--- src/rtl/wavegen_pkg.sv ---
`default_nettype none
// ============================================================================
// Module      : wavegen_pkg
// Description : Waveform mode encodings shared by the wavegen_pdm block.
// Revision    : 1.0 - initial release
// ============================================================================
package wavegen_pkg;

    typedef enum logic [1:0] {
        MODE_SAW    = 2'd0,
        MODE_TRI    = 2'd1,
        MODE_SQUARE = 2'd2,
        MODE_SILENT = 2'd3
    } mode_e;

endpackage : wavegen_pkg
`default_nettype wire

--- src/rtl/pdm_sigma_delta.sv ---
`default_nettype none
// ============================================================================
// Module      : pdm_sigma_delta
// Description : First-order sigma-delta modulator; carry-out of the error
//               accumulator is the 1-bit PDM output.
// Revision    : 1.0 - initial release
// ============================================================================
module pdm_sigma_delta #(
    parameter int WIDTH = 16
) (
    input  logic             clk,
    input  logic             rst_n,
    input  logic [WIDTH-1:0] sample,
    output logic             bit_out
);

    logic [WIDTH-1:0] r_acc;
    logic             r_bit;
    logic [WIDTH:0]   w_sum;

    // N ones per 2^WIDTH cycles for a constant sample N.
    assign w_sum = {1'b0, r_acc} + {1'b0, sample};

    always_ff @(posedge clk or negedge rst_n) begin
        if (!rst_n) begin
            r_acc <= '0;
            r_bit <= 1'b0;
        end else begin
            r_acc <= w_sum[WIDTH-1:0];
            r_bit <= w_sum[WIDTH];
        end
    end

    assign bit_out = r_bit;

endmodule : pdm_sigma_delta
`default_nettype wire

--- src/rtl/wavegen_pdm.sv ---
`default_nettype none
// ============================================================================
// Module      : wavegen_pdm
// Description : Phase-accumulator oscillator (saw/triangle/square/silent) with
//               attenuation, PCM output and sigma-delta PDM output.
// Revision    : 1.0 - initial release
// ============================================================================
module wavegen_pdm
    import wavegen_pkg::*;
#(
    parameter int WIDTH   = 16,
    parameter int PHASE_W = 24
) (
    input  logic               clk,
    input  logic               rst_n,
    input  logic               ena,
    input  logic [PHASE_W-1:0] freq,
    input  logic [1:0]         mode,
    input  logic [2:0]         atten,
    output logic [WIDTH-1:0]   pcm,
    output logic               pdm_out,
    output logic               wrap,
    output logic [1:0]         mode_active
);

    logic [PHASE_W-1:0] r_phase;
    logic [WIDTH-1:0]   r_pcm;
    logic               r_wrap;
    mode_e              r_mode_active;

    logic [PHASE_W:0]   w_sum;
    logic               w_carry;
    logic [WIDTH-1:0]   w_p;
    logic [WIDTH-1:0]   w_tri_base;
    logic [WIDTH-1:0]   w_tri;
    logic [WIDTH-1:0]   w_wave;

    assign w_sum      = {1'b0, r_phase} + {1'b0, freq};
    assign w_carry    = w_sum[PHASE_W];
    assign w_p        = r_phase[PHASE_W-1 -: WIDTH];
    assign w_tri_base = {w_p[WIDTH-2:0], 1'b0};
    assign w_tri      = w_p[WIDTH-1] ? ~w_tri_base : w_tri_base;

    always_comb begin
        w_wave = '0;
        case (r_mode_active)
            MODE_SAW:    w_wave = w_p;
            MODE_TRI:    w_wave = w_tri;
            MODE_SQUARE: w_wave = {WIDTH{w_p[WIDTH-1]}};
            default:     w_wave = '0;
        endcase
    end

    // Mode changes only at a phase wrap so every waveform period is complete;
    // from silent there is no period to protect, so the request is taken at once.
    always_ff @(posedge clk or negedge rst_n) begin
        if (!rst_n) begin
            r_phase       <= '0;
            r_pcm         <= '0;
            r_wrap        <= 1'b0;
            r_mode_active <= MODE_SILENT;
        end else if (ena) begin
            r_phase <= w_sum[PHASE_W-1:0];
            r_wrap  <= w_carry;
            r_pcm   <= w_wave >> atten;
            if (w_carry || (r_mode_active == MODE_SILENT)) begin
                r_mode_active <= mode_e'(mode);
            end
        end else begin
            r_wrap <= 1'b0;
        end
    end

    pdm_sigma_delta #(
        .WIDTH (WIDTH)
    ) u_pdm (
        .clk     (clk),
        .rst_n   (rst_n),
        .sample  (r_pcm),
        .bit_out (pdm_out)
    );

    assign pcm         = r_pcm;
    assign wrap        = r_wrap;
    assign mode_active = r_mode_active;

endmodule : wavegen_pdm
`default_nettype wire

--- config.mk ---
export PLATFORM = sky130hd
export DESIGN_NAME = wavegen_pdm
export DESIGN_NICKNAME = d
export VERILOG_FILES = /design/src/rtl/wavegen_pkg.sv /design/src/rtl/pdm_sigma_delta.sv /design/src/rtl/wavegen_pdm.sv
export SDC_FILE = /design/constraint.sdc
export NUM_CORES = 1
export LEC_CHECK = 0
export ABC_AREA = 1
export CAP_MARGIN = 10
export CORE_ASPECT_RATIO = 0.8
export CORE_UTILIZATION = 43
export DETAILED_ROUTE_END_ITERATION = 12
export DONT_BUFFER_PORTS = 1
export GPL_TIMING_DRIVEN = 0
export PLACE_DENSITY = 0.66
export SYNTH_ARGS = -nofsm -noshare
export SYNTH_HDL_FRONTEND = slang
export SYNTH_HIERARCHICAL = 1
export SYNTH_SLANG_ARGS = --single-unit
--- constraint.sdc ---
create_clock -name clk -period 3.2 [get_ports clk]
set_input_delay 0.32 -clock clk [delete_from_list [all_inputs] [get_ports clk]]
set_output_delay 0.32 -clock clk [all_outputs]
set_load 0.005 [all_outputs]
== Word-level counts from Yosys, hierarchy flattened ==
Index checks and enable logic that the tools add are counted.

* Add/sub/neg operators: 2
* Eq/ne operators: 3
* Shift-type cells: 1
* Muxes and demuxes: 3
* Bitwise operators: 1
* Reduce and logical (&&, ||, !) cells: 3

{| class="wikitable"
|+ Operator list
! cell !! count
|-
| 16-bit one-hot mux with 3 select lines || 1
|-
| 24-bit by 24-bit adder with 25-bit output || 1
|-
| 16-bit by 16-bit adder with 17-bit output || 1
|-
| 16-bit 2-to-1 mux || 1
|-
| 16-bit NOT || 1
|-
| 16-bit by 3-bit right shift with 16-bit output || 1
|-
| 2-bit == test, second input constant || 2
|-
| 2-bit by 1-bit == test with 1-bit output, second input constant || 1
|-
| 2-bit zero test || 1
|-
| 2-bit AND reduction || 1
|-
| 1-bit logical OR || 1
|-
| 1-bit 2-to-1 mux || 1
|}

* Register bits after elaboration: 60
* Input port bits: 32
* Output and inout port bits: 20
* Word-level logic and storage cells: 19

== Longest topological paths before layout ==
Gate-level depths: netlist (run 1).

* Depth after elaboration: 4
* Depth in mapped cells: 12
* Gate-level depth less buffers: 12

== By module ==
Netlist (run 1), hierarchy kept.

{| class="wikitable"
|+ By module, submodules not included
! module !! instances !! cells each !! area an instance (um^2)
|-
| wavegen_pdm || 1 || 717 || 4,184.0
|-
| pdm_sigma_delta || 1 || 201 || 1,398.8
|}

== Least setup slack after synthesis (run 1) ==
Ideal clock, no wire load.

* Kind: reg-to-reg
* Start point: register r_phase[0]
* End point: register r_phase[12]
* Setup time: 117 ps
* Arrival time: 1,641 ps
* Path slack: 1,442 ps
* Cell stages (with the launch flop): 12
* Period minus slack after synthesis: 1,758 ps
* Path through: dfrtp_1 > ha_1 > fa_1 > nand2_1 > nand2_1 > nand3_1 > nand2_1 > nand2_1 > nand2_1 > xor2_1 > nand2_1 > nand2_1

* Word-level cells in the longest chain between the ends: 1

{| class="wikitable"
|+ RTL lines
! element !! line !! text
|-
| start: declaration || wavegen_pdm.sv:26 || <nowiki>logic [PHASE_W-1:0] r_phase;</nowiki>
|-
| start signal: assignment || wavegen_pdm.sv:63 || <nowiki>r_phase <= w_sum[PHASE_W-1:0];</nowiki>
|-
| 24-bit by 24-bit adder with 25-bit output || wavegen_pdm.sv:38 || <nowiki>assign w_sum = {1'b0, r_phase} + {1'b0, freq};</nowiki>
|}

Every way passes these cells.
A chain may end at the register's enable or synchronous reset.

== Final worst setup path (run 1) ==
* Start point: register r_phase[0]
* End point: register r_mode_active[1], in the netlist mode_active[1]

* Word-level cells in the longest chain between the ends: 3

{| class="wikitable"
|+ RTL lines
! element !! line !! text
|-
| 24-bit by 24-bit adder with 25-bit output || wavegen_pdm.sv:38 ||
|-
| 1-bit logical OR || wavegen_pdm.sv:66 || <nowiki>if (w_carry || (r_mode_active == MODE_SILENT)) begin</nowiki>
|-
| 2-bit AND reduction (no line) || n/a ||
|-
| end signal: assignment || wavegen_pdm.sv:67 || <nowiki>r_mode_active <= mode_e'(mode);</nowiki>
|-
| end: declaration || wavegen_pdm.sv:29 || <nowiki>mode_e r_mode_active;</nowiki>
|}

Every way passes these cells.

==> results of run 1 <==
## placed cells by master, fill, tap and decap left out, types with 2 or more instances in the layout
cell	n
sky130_fd_sc_hd__nand2_1	385
sky130_fd_sc_hd__inv_1	137
sky130_fd_sc_hd__nand3_1	100
sky130_fd_sc_hd__dfrtp_1	58
sky130_fd_sc_hd__nor2_1	43
sky130_fd_sc_hd__ha_1	40
sky130_fd_sc_hd__nand4_1	32
sky130_fd_sc_hd__a21oi_1	19
sky130_fd_sc_hd__o21ai_0	18
sky130_fd_sc_hd__clkbuf_1	10
sky130_fd_sc_hd__nand3b_1	9
sky130_fd_sc_hd__clkbuf_16	9
sky130_fd_sc_hd__buf_2	8
sky130_fd_sc_hd__xor2_1	8
sky130_fd_sc_hd__nand2_2	8
sky130_fd_sc_hd__xnor2_1	6
sky130_fd_sc_hd__inv_2	5
sky130_fd_sc_hd__o21ai_1	5
sky130_fd_sc_hd__clkinvlp_4	4
sky130_fd_sc_hd__nor3_1	3
sky130_fd_sc_hd__nor3_2	3
sky130_fd_sc_hd__buf_1	2
sky130_fd_sc_hd__nand3_2	2
sky130_fd_sc_hd__nor2_2	2
sky130_fd_sc_hd__or2_2	2
sky130_fd_sc_hd__fa_1	2
sky130_fd_sc_hd__clkinv_4	2
sky130_fd_sc_hd__dfstp_2	2
sky130_fd_sc_hd__or2_1	2
## timing repair
item	in CTS	in global routing
hold buffers	2	0
endpoints found under the hold margin	60	0
setup buffers	0	0
## power by group through the flow
stage / registers [mW] / clock network, mW / logic (mW)
after floorplan: 1.37 / 0 / 3.20
after global placement: 1.48 / 0 / 3.90
after detailed placement: 1.49 / 0 / 3.95
after CTS: 1.48 / 1.02 / 4.00
after global routing: 1.52 / 1.04 / 4.65
final: 1.47 / 1.00 / 4.05
## per-layer routing
layer	vias up	global-route usage	wire length (microns)
met5	-	0	0
met4	0	0.0529	131
met3	14	0.0658	1380
met2	139	0.325	5760
met1	2497	0.392	8220
li1	2910	-	-
## critical path: cells and delay by family, from the launching register on
kind,cells,cell delay (ns)
adders and majority gates,2,0.69
DFF,1,0.38
and+or+nand+nor,9,0.98
## cell usage after synthesis
master / count
sky130_fd_sc_hd__inv_1: 137
sky130_fd_sc_hd__nand4_1: 32
sky130_fd_sc_hd__nor3_1: 3
sky130_fd_sc_hd__buf_1: 2
sky130_fd_sc_hd__inv_2: 5
sky130_fd_sc_hd__and2_4: 1
sky130_fd_sc_hd__clkbuf_1: 10
sky130_fd_sc_hd__ha_1: 40
sky130_fd_sc_hd__nor3_2: 3
sky130_fd_sc_hd__nand2_1: 385
sky130_fd_sc_hd__nand3_1: 100
sky130_fd_sc_hd__dfstp_2: 2
sky130_fd_sc_hd__or2_1: 2
sky130_fd_sc_hd__or2_2: 2
sky130_fd_sc_hd__nand3_2: 2
sky130_fd_sc_hd__fa_1: 2
sky130_fd_sc_hd__nor2_2: 2
sky130_fd_sc_hd__a21o_1: 1
sky130_fd_sc_hd__o21ai_0: 18
sky130_fd_sc_hd__and2_1: 1
sky130_fd_sc_hd__xor2_1: 8
sky130_fd_sc_hd__dfrtp_1: 58
sky130_fd_sc_hd__nand3b_1: 9
sky130_fd_sc_hd__nor2_1: 43
sky130_fd_sc_hd__o211ai_1: 1
sky130_fd_sc_hd__xnor2_1: 6
sky130_fd_sc_hd__buf_6: 1
sky130_fd_sc_hd__a21oi_1: 19
sky130_fd_sc_hd__buf_2: 8
sky130_fd_sc_hd__o21ai_1: 5
sky130_fd_sc_hd__nor2_4: 1
sky130_fd_sc_hd__nand2_2: 8
sky130_fd_sc_hd__o21bai_1: 1
## sequential cells by signal, summed over array words and instances (netlist names)
signal	count
mode_active	2
pcm	16
r_phase	24
u_pdm/bit_out	1
u_pdm/r_acc	16
wrap	1
## cell families after synthesis
| group | after synthesis | share of synthesized area |
|---|---|---|
| AND/OR/NAND/NOR | 594 | 0.457 |
| buffers and inverters | 163 | 0.113 |
| flip-flops | 60 | 0.269 |
| AO/OA/AOI/OAI | 45 | 0.0417 |
| adder cells (fa/ha/maj) | 42 | 0.0968 |
| XOR/XNOR | 14 | 0.0220 |
## final timing paths
| check | from | to | slack, ns | cells past startpoint |
|---|---|---|---|---|
| min in group asynchronous | rst_n | r_phase[2] | 0.49 | 2 |
| worst min register to register | u_pdm/r_acc[0] | u_pdm/r_acc[0] | 0.47 | 1 |
| worst min-delay path | mode[1] | mode_active[1] | 0.09 | 2 |
| worst max register to register | r_phase[0] | mode_active[1] | 1.10 | 11 |
| max in group asynchronous | rst_n | mode_active[1] | 2.37 | 2 |
| worst max-delay path | r_phase[0] | mode_active[1] | 1.10 | 11 |
## cell type report
| type | instances | area share |
|---|---|---|
| Tap cell | 171 | 0.0349 |
| Inverter | 142 | 0.0869 |
| Multi-Input combinational cell | 695 | 0.562 |
| Clock inverter | 7 | 0.0126 |
| Timing Repair Buffer | 2 | 0.00612 |
| Clock buffer | 9 | 0.0367 |
| Sequential cell | 60 | 0.245 |
| Buffer | 21 | 0.0157 |
==> run summary, run 1 <==
- 3.46 nW — Leakage Power
- 0 — number of antenna violations at the first check in global routing
- flop — critical path endpoint category
- 0.260 — area share of the largest cell type after synthesis
- 0.0556 — ratio of cells with drive above 1 in the final layout
- 61 — maximum number of pins on one net before global-route repair
- 9.93% — Area Growth Syn to Fin
- 0 — number of routed nets with antenna violations
- 0.670 ns — slew at the pin closest to its max-slew limit
- 0.35 ns — clock latency reported for the late side of the worst-skew pair
- 2.39 ns — arrival time of data at the critical path endpoint
- flop — CP Launch Type
- 0.00345 sq mm — footprint of the multi-input gates
- 0.449 — effective utilization at floorplan
- 0.0134 sq mm — die area
- 0 — number of design rule violations left after detail routing
- 0 — Port Buf Inserts
- 0 — total of max-cap violations
- 0.45 ns — Slowest Stage Delay on Critical Path
- 0 — final count of hold timing violations
- 60 — sink count of the clock tree
- 992 — Synth Net Count
- 0 — final max-slew violation count
- 517 — number of design-rule violations left by the first detailed-router iteration
- 0.00723 ns — Clock Skews
- 0.00150 sq mm — sequential cell area
- 0.06 ns — clock slew at reported path FFs
- 1107 — Final Instance Count excl. Fillers
- 0.00580 sq mm — post-place instance area
- 0 — total overflow reported by the global router
- 0 ns — Final TNS setup
- ha_1 > fa_1 > nand2_1 > nand2_1 > nand3_1 > nand2_1 > nand2_1 > nand3_1 > nand2_1 > nand3_1 > nand2_1 — crit-path cells
- 2 — clock buffer depth
- 33 — Cell variety after synth
- no — unrepaired setup endpoints after global routing
- 0.247 — total routing resource utilization after global routing
- 1.14 ns — setup slack at placement
- yes — clock tree from TritonCTS
- 5560 — via count of the routed design
- 6.53 mW — final total power
- 52 — I/O pin cnt
- 5 — number of search-and-repair iterations in the first detailed-routing pass
- 1005 — post-layout net count
- 9 — clock buffer count from CTS
- flop to flop — worst setup path category
- 36 — count of standard-cell rows
- 1289 — layout filler cell count
- 6 — Warnings, synthesis
- 25.9 mm — first-pass GRT wire length
- 5.02 — via density per instance
- 918 — synthesized netlist cell count
- 3 — CTS H-tree lvls
- 15.5 mm — overall routed net length
- 12.4 mm — post-DP HPWL
- 104 microns — die span in y
- 14.0 microns — mean routed wirelength per cell
- 4 — maximum net fanout on the critical path
- 5080 — number of global-route vias before repair
- 0.0124 sq mm — area of the core
- 0.00614 sq mm — post-route standard cell area excluding fillers
- 60 — number of synthesized register bits
- 3.18 mW — Int Power
- 0.494 — utilization of the core after routing
- 0.00558 sq mm — netlist area before placement
- 0 — number of endpoints failing setup at the final stage
- 0 — diodes inserted
- input pin to flop — class of the most critical hold timing path
- 2.10 ns — crit path time final
- 129 microns — Chip Width
- 0.906 — final RePlAce weighted congestion
- complete, no violations — status
- 0.512 — share of total power consumed by net switching
- 0.621 — proportion of power drawn by combinational gates
- 3.34 mW — switching power
- 0.226 — part of the total power dissipated in sequential elements
- 1.10 ns — Worst Setup Slack, final
- 477 MHz — timing-limited maximum frequency
- 0.553 — worst-case headroom to the max-slew limit
- 3.49 ns — data required time at the worst endpoint
- 1060 mW/mm^2 — total power density per cell area
- 6.08 sq um — Syn Area/Cell
- 0.0864 ns — final-layout worst hold slack
- sky130_fd_sc_hd__fa_1 — slowest CP cell
- sky130_fd_sc_hd__nand2_1 — cell type with the highest occurrence count on the critical path
- 0 — Resized Gates After CTS
- 0.655 — Final Cycle Share
- 0.352 mV — maximum resistive drop on vdd
- sky130_fd_sc_hd__dfrtp_1 26%, sky130_fd_sc_hd__nand2_1 26%, sky130_fd_sc_hd__inv_1 9.2% — top cells by area in the synthesized netlist
- 0.154 — Clock power frac
- 0.269 — sequential fraction of the synthesis area
- 1089 — placed cells
- sky130_fd_sc_hd__dfrtp_1 — post-synthesis cell type with the largest combined area
- sky130_fd_sc_hd__clkbuf_16 — clock root buffer
No activity file was read; power rests on OpenSTA's default activity.
==> run 2, diff against run 1 <==
--- a/config.mk
+++ b/config.mk
@@ -5,14 +5,14 @@
 export SDC_FILE = /design/constraint.sdc
 export NUM_CORES = 1
 export LEC_CHECK = 0
-export ABC_AREA = 1
+export ABC_AREA = 0
 export CAP_MARGIN = 10
 export CORE_ASPECT_RATIO = 0.8
 export CORE_UTILIZATION = 43
 export DETAILED_ROUTE_END_ITERATION = 12
 export DONT_BUFFER_PORTS = 1
 export GPL_TIMING_DRIVEN = 0
-export PLACE_DENSITY = 0.66
+export PLACE_DENSITY = 0.68
 export SYNTH_ARGS = -nofsm -noshare
 export SYNTH_HDL_FRONTEND = slang
 export SYNTH_HIERARCHICAL = 1
==> constraint.sdc (replaced) <==
create_clock -name clk -period 1.84 [get_ports clk]
set_input_delay 0.184 -clock clk [delete_from_list [all_inputs] [get_ports clk]]
set_output_delay 0.184 -clock clk [all_outputs]
set_load 0.005 [all_outputs]
==> run 2 against run 1 <==
The flow now finishes with violations (setup timing); largest power group unchanged; critical path type unchanged; critical path depth down 1; register-to-register slack worse by 1.7 ns; synthesized area fell by 6.5%; combinational power increased to 3.1 times the previous value; worst hold slack lost 0.071 ns; sequential power is 90% higher.
==> run summary, run 2 <==
- finished, violations left — status
- setup timing — violations in the final reports
- flop — critical path endpoint category
- 0 — diodes inserted
- 0.278 — area share of the largest cell type after synthesis
- 0.795 ns — slew at the pin closest to its max-slew limit
- 409 — number of design-rule violations left by the first detailed-router iteration
- 75 — Cell variety after synth
- compound AO/OA/AOI/OAI gates — critical path's top delay family
- 0.0150 ns — final-layout worst hold slack
- 0 — number of design rule violations left after detail routing
- yes — clock tree from TritonCTS
- input pin to flop — class of the most critical hold timing path
- 0.05 ns — clock slew at reported path FFs
- 10 — Worst R2R Path Depth
- sky130_fd_sc_hd__dfrtp_1 — most instantiated flip-flop cell in the synthesis netlist
- 0.391 — GR met1 Demand/Resource
- 0.38 ns — Slowest Stage Delay on Critical Path
- met2 — layer carrying the most global-route usage
- 59 x sky130_fd_sc_hd__buf_4, 49 x sky130_fd_sc_hd__dfrtp_1, 34 x sky130_fd_sc_hd__nand2_1 — commonest cells after routing, fill and taps aside
- 43.3% — Area Growth Syn to Fin
- 0.929 mV — maximum resistive drop on vdd
- 40 — number of endpoints failing setup at the final stage
- 0 — final count of hold timing violations
- sky130_fd_sc_hd__dfrtp_1 — slowest CP cell
- 0.0117 sq mm — area of the core
- 5204 — via count of the routed design
- 0.414 — met2 Track Usage GR
- 0.0658 — met3 global-route usage
- ha_1 > buf_6 > buf_4 > a21oi_1 > o21ai_0 > a21oi_2 > buf_4 > a21oi_4 > or3_1 > o311ai_1 — crit-path cells
- sky130_fd_sc_hd__dfrtp_1 — post-synthesis cell type with the largest combined area
- 0.914 — final RePlAce weighted congestion
- 584 — synthesized netlist cell count
- 0.00522 sq mm — netlist area before placement
- flop — CP Launch Type
- r_phase[11] — startpoint of the worst-slack reg-to-reg timing path
- 0.447 — effective utilization at floorplan
- 61 — maximum number of pins on one net before global-route repair
- yes — unrepaired setup endpoints after global routing
- 1.32 — Final Cycle Share
- 9 — clock buffer count from CTS
- 0.274 — total routing resource utilization after global routing
- 0.34 ns — clock latency reported for the late side of the worst-skew pair
- 2 — worst hold path cell count
- 0 — total overflow reported by the global router
- 0.0126 sq mm — die area
- r_phase — top register by number of flip-flops
- 0.00827 ns — Clock Skews
- 4920 — number of global-route vias before repair
- sky130_fd_sc_hd__buf_4 — cell type with the highest occurrence count on the critical path
- -0.679 ns — setup slack at placement
- flop to flop — worst setup path category
- 2.43 ns — crit path time final
- sky130_fd_sc_hd__dfrtp_1 28%, sky130_fd_sc_hd__ha_1 9.6%, sky130_fd_sc_hd__xnor2_1 4.9% — top cells by area in the synthesized netlist
- 2.06 ns — data required time at the worst endpoint
- 24 — flip-flop count of the largest register, all copies and words added
- 60 — sink count of the clock tree
- sky130_fd_sc_hd__clkbuf_16 — clock root buffer
- 740 — post-layout net count
- r_phase[11] — Worst Setup SP
- 2 — clock buffer depth
- 891 — layout filler cell count
- mode[1] — min-delay src
- 0 — EDFF count, synth
- 58 x sky130_fd_sc_hd__dfrtp_1, 46 x sky130_fd_sc_hd__a21oi_1, 42 x sky130_fd_sc_hd__nand2_1, 40 x sky130_fd_sc_hd__ha_1, 40 x sky130_fd_sc_hd__nor2_1 — Post-synth top cells
- 0.470 — worst-case headroom to the max-slew limit
- 0 — final max-slew violation count
- 0 — number of antenna violations at the first check in global routing
- 7 — number of search-and-repair iterations in the first detailed-routing pass
- 17.8 mm — overall routed net length
- 6.35 — via density per instance
- 3 — Buf/Inv on CP
- 2340 mW/mm^2 — total power density per cell area
- 412 MHz — timing-limited maximum frequency
- 0.288 — sequential fraction of the synthesis area
- 11.5 mm — post-DP HPWL
- sky130_fd_sc_hd__buf_4 — most common library cell in the layout ignoring fill and taps
- 0 — Port Buf Inserts
- 52 — I/O pin cnt
- 658 — Synth Net Count
- 3.10 nW — Leakage Power
- 8.94 sq um — Syn Area/Cell
- 125 microns — Chip Width
- 3 — CTS H-tree lvls
- 0.411 — ratio of cells with drive above 1 in the final layout
- 35 — count of standard-cell rows
- 101 microns — die span in y
- 0.640 — utilization of the core after routing
- 6 — Warnings, synthesis
- 0 — number of routed nets with antenna violations
- sky130_fd_sc_hd__dfrtp_1 — most numerous cell in the Yosys netlist
- 26.7 mm — first-pass GRT wire length
- 0 — total of max-cap violations
- 10 — number of logic stages on the critical path including buffering
- 2.65 ns — arrival time of data at the critical path endpoint
- 21.8 microns — mean routed wirelength per cell
- 60 — number of synthesized register bits
- 1.00 — ys async rst share
- -0.590 ns — Worst Setup Slack, final
- 4 — maximum net fanout on the critical path
## run 2: changes by cell type after synthesis, moves of 20 or more
cell and change:
sky130_fd_sc_hd__nand3_1 -89, sky130_fd_sc_hd__a21oi_1 +27, sky130_fd_sc_hd__nand4_1 -22, sky130_fd_sc_hd__xnor2_1 +23, sky130_fd_sc_hd__a21o_1 +20, sky130_fd_sc_hd__nand2_1 -343
sky130_fd_sc_hd__inv_1 -118
## run 2: metal layers
layer  routed length [microns]  up-vias
met1                      8320     2601
met5                         0        -
met4                       269        0
met2                      7810      205
met3                      1430       27
li1                          -     2371
## run 2: area by class of cell
class / count / area (sq um) / share of cell area
plain buffers: 34 / 320 / 0.0428
inverters: 19 / 78.8 / 0.0105
well taps: 148 / 185 / 0.0247
clock inverters: 5 / 100 / 0.0134
clock buffers: 11 / 233 / 0.0311
flip-flops and latches: 60 / 1520 / 0.202
repair buffers: 75 / 682 / 0.0911
multi-input cells: 467 / 4370 / 0.584
## run 2: kinds of logic after synthesis
kind of cell    after synthesis  share of synthesized area
simple gates                156                      0.147
buf+inv                      57                     0.0510
compound gates              194                      0.267
fa+ha+maj                    42                      0.104
flops                        60                      0.288
xor+xnor                     38                     0.0637
mux                          37                     0.0800
## run 2: path summary, 6_finish.rpt
path / end / slack, ns
worst min register to register: r_phase[7] / 0.52
max in group asynchronous: mode_active[0] / 1.15
worst max register to register: r_phase[22] / -0.59
worst min-delay path: mode_active[1] / 0.01
worst max-delay path: r_phase[22] / -0.59
min in group asynchronous: r_phase[19] / 0.40
## run 2: repair_timing
action	4_1_cts	5_1_grt
gates cloned	2	0
endpoints found under the setup margin	45	48
pin swaps	50	54
hold endpoints to repair	60	0
hold buffers	2	0
setup buffers	36	36
gates resized for setup	116	82
## run 2: metrics by stage
| step | setup TNS [ns] | cells | area [sq um] | total power [mW] |
|---|---|---|---|---|
| 4_1_cts | -9.31 | 785 | 6820 | 15.3 |
| 3_5_place_dp | -15.01 | 732 | 5590 | 11.1 |
| 6_report | -11.49 | 819 | 7480 | 17.5 |
| 2_1_floorplan | -3.55 | 584 | 5410 | 9.30 |
| 3_3_place_gp | -14.40 | 732 | 5590 | 10.8 |
| 5_1_grt | -14.02 | 819 | 7480 | 18.5 |
## run 2: report_power, final
| part | switching (mW) | internal [mW] | leakage (nW) |
|---|---|---|---|
| logic | 6.41 | 6.33 | 2.24 |
| clock network | 0.640 | 1.32 | 0.163 |
| registers | 0.747 | 2.05 | 0.705 |
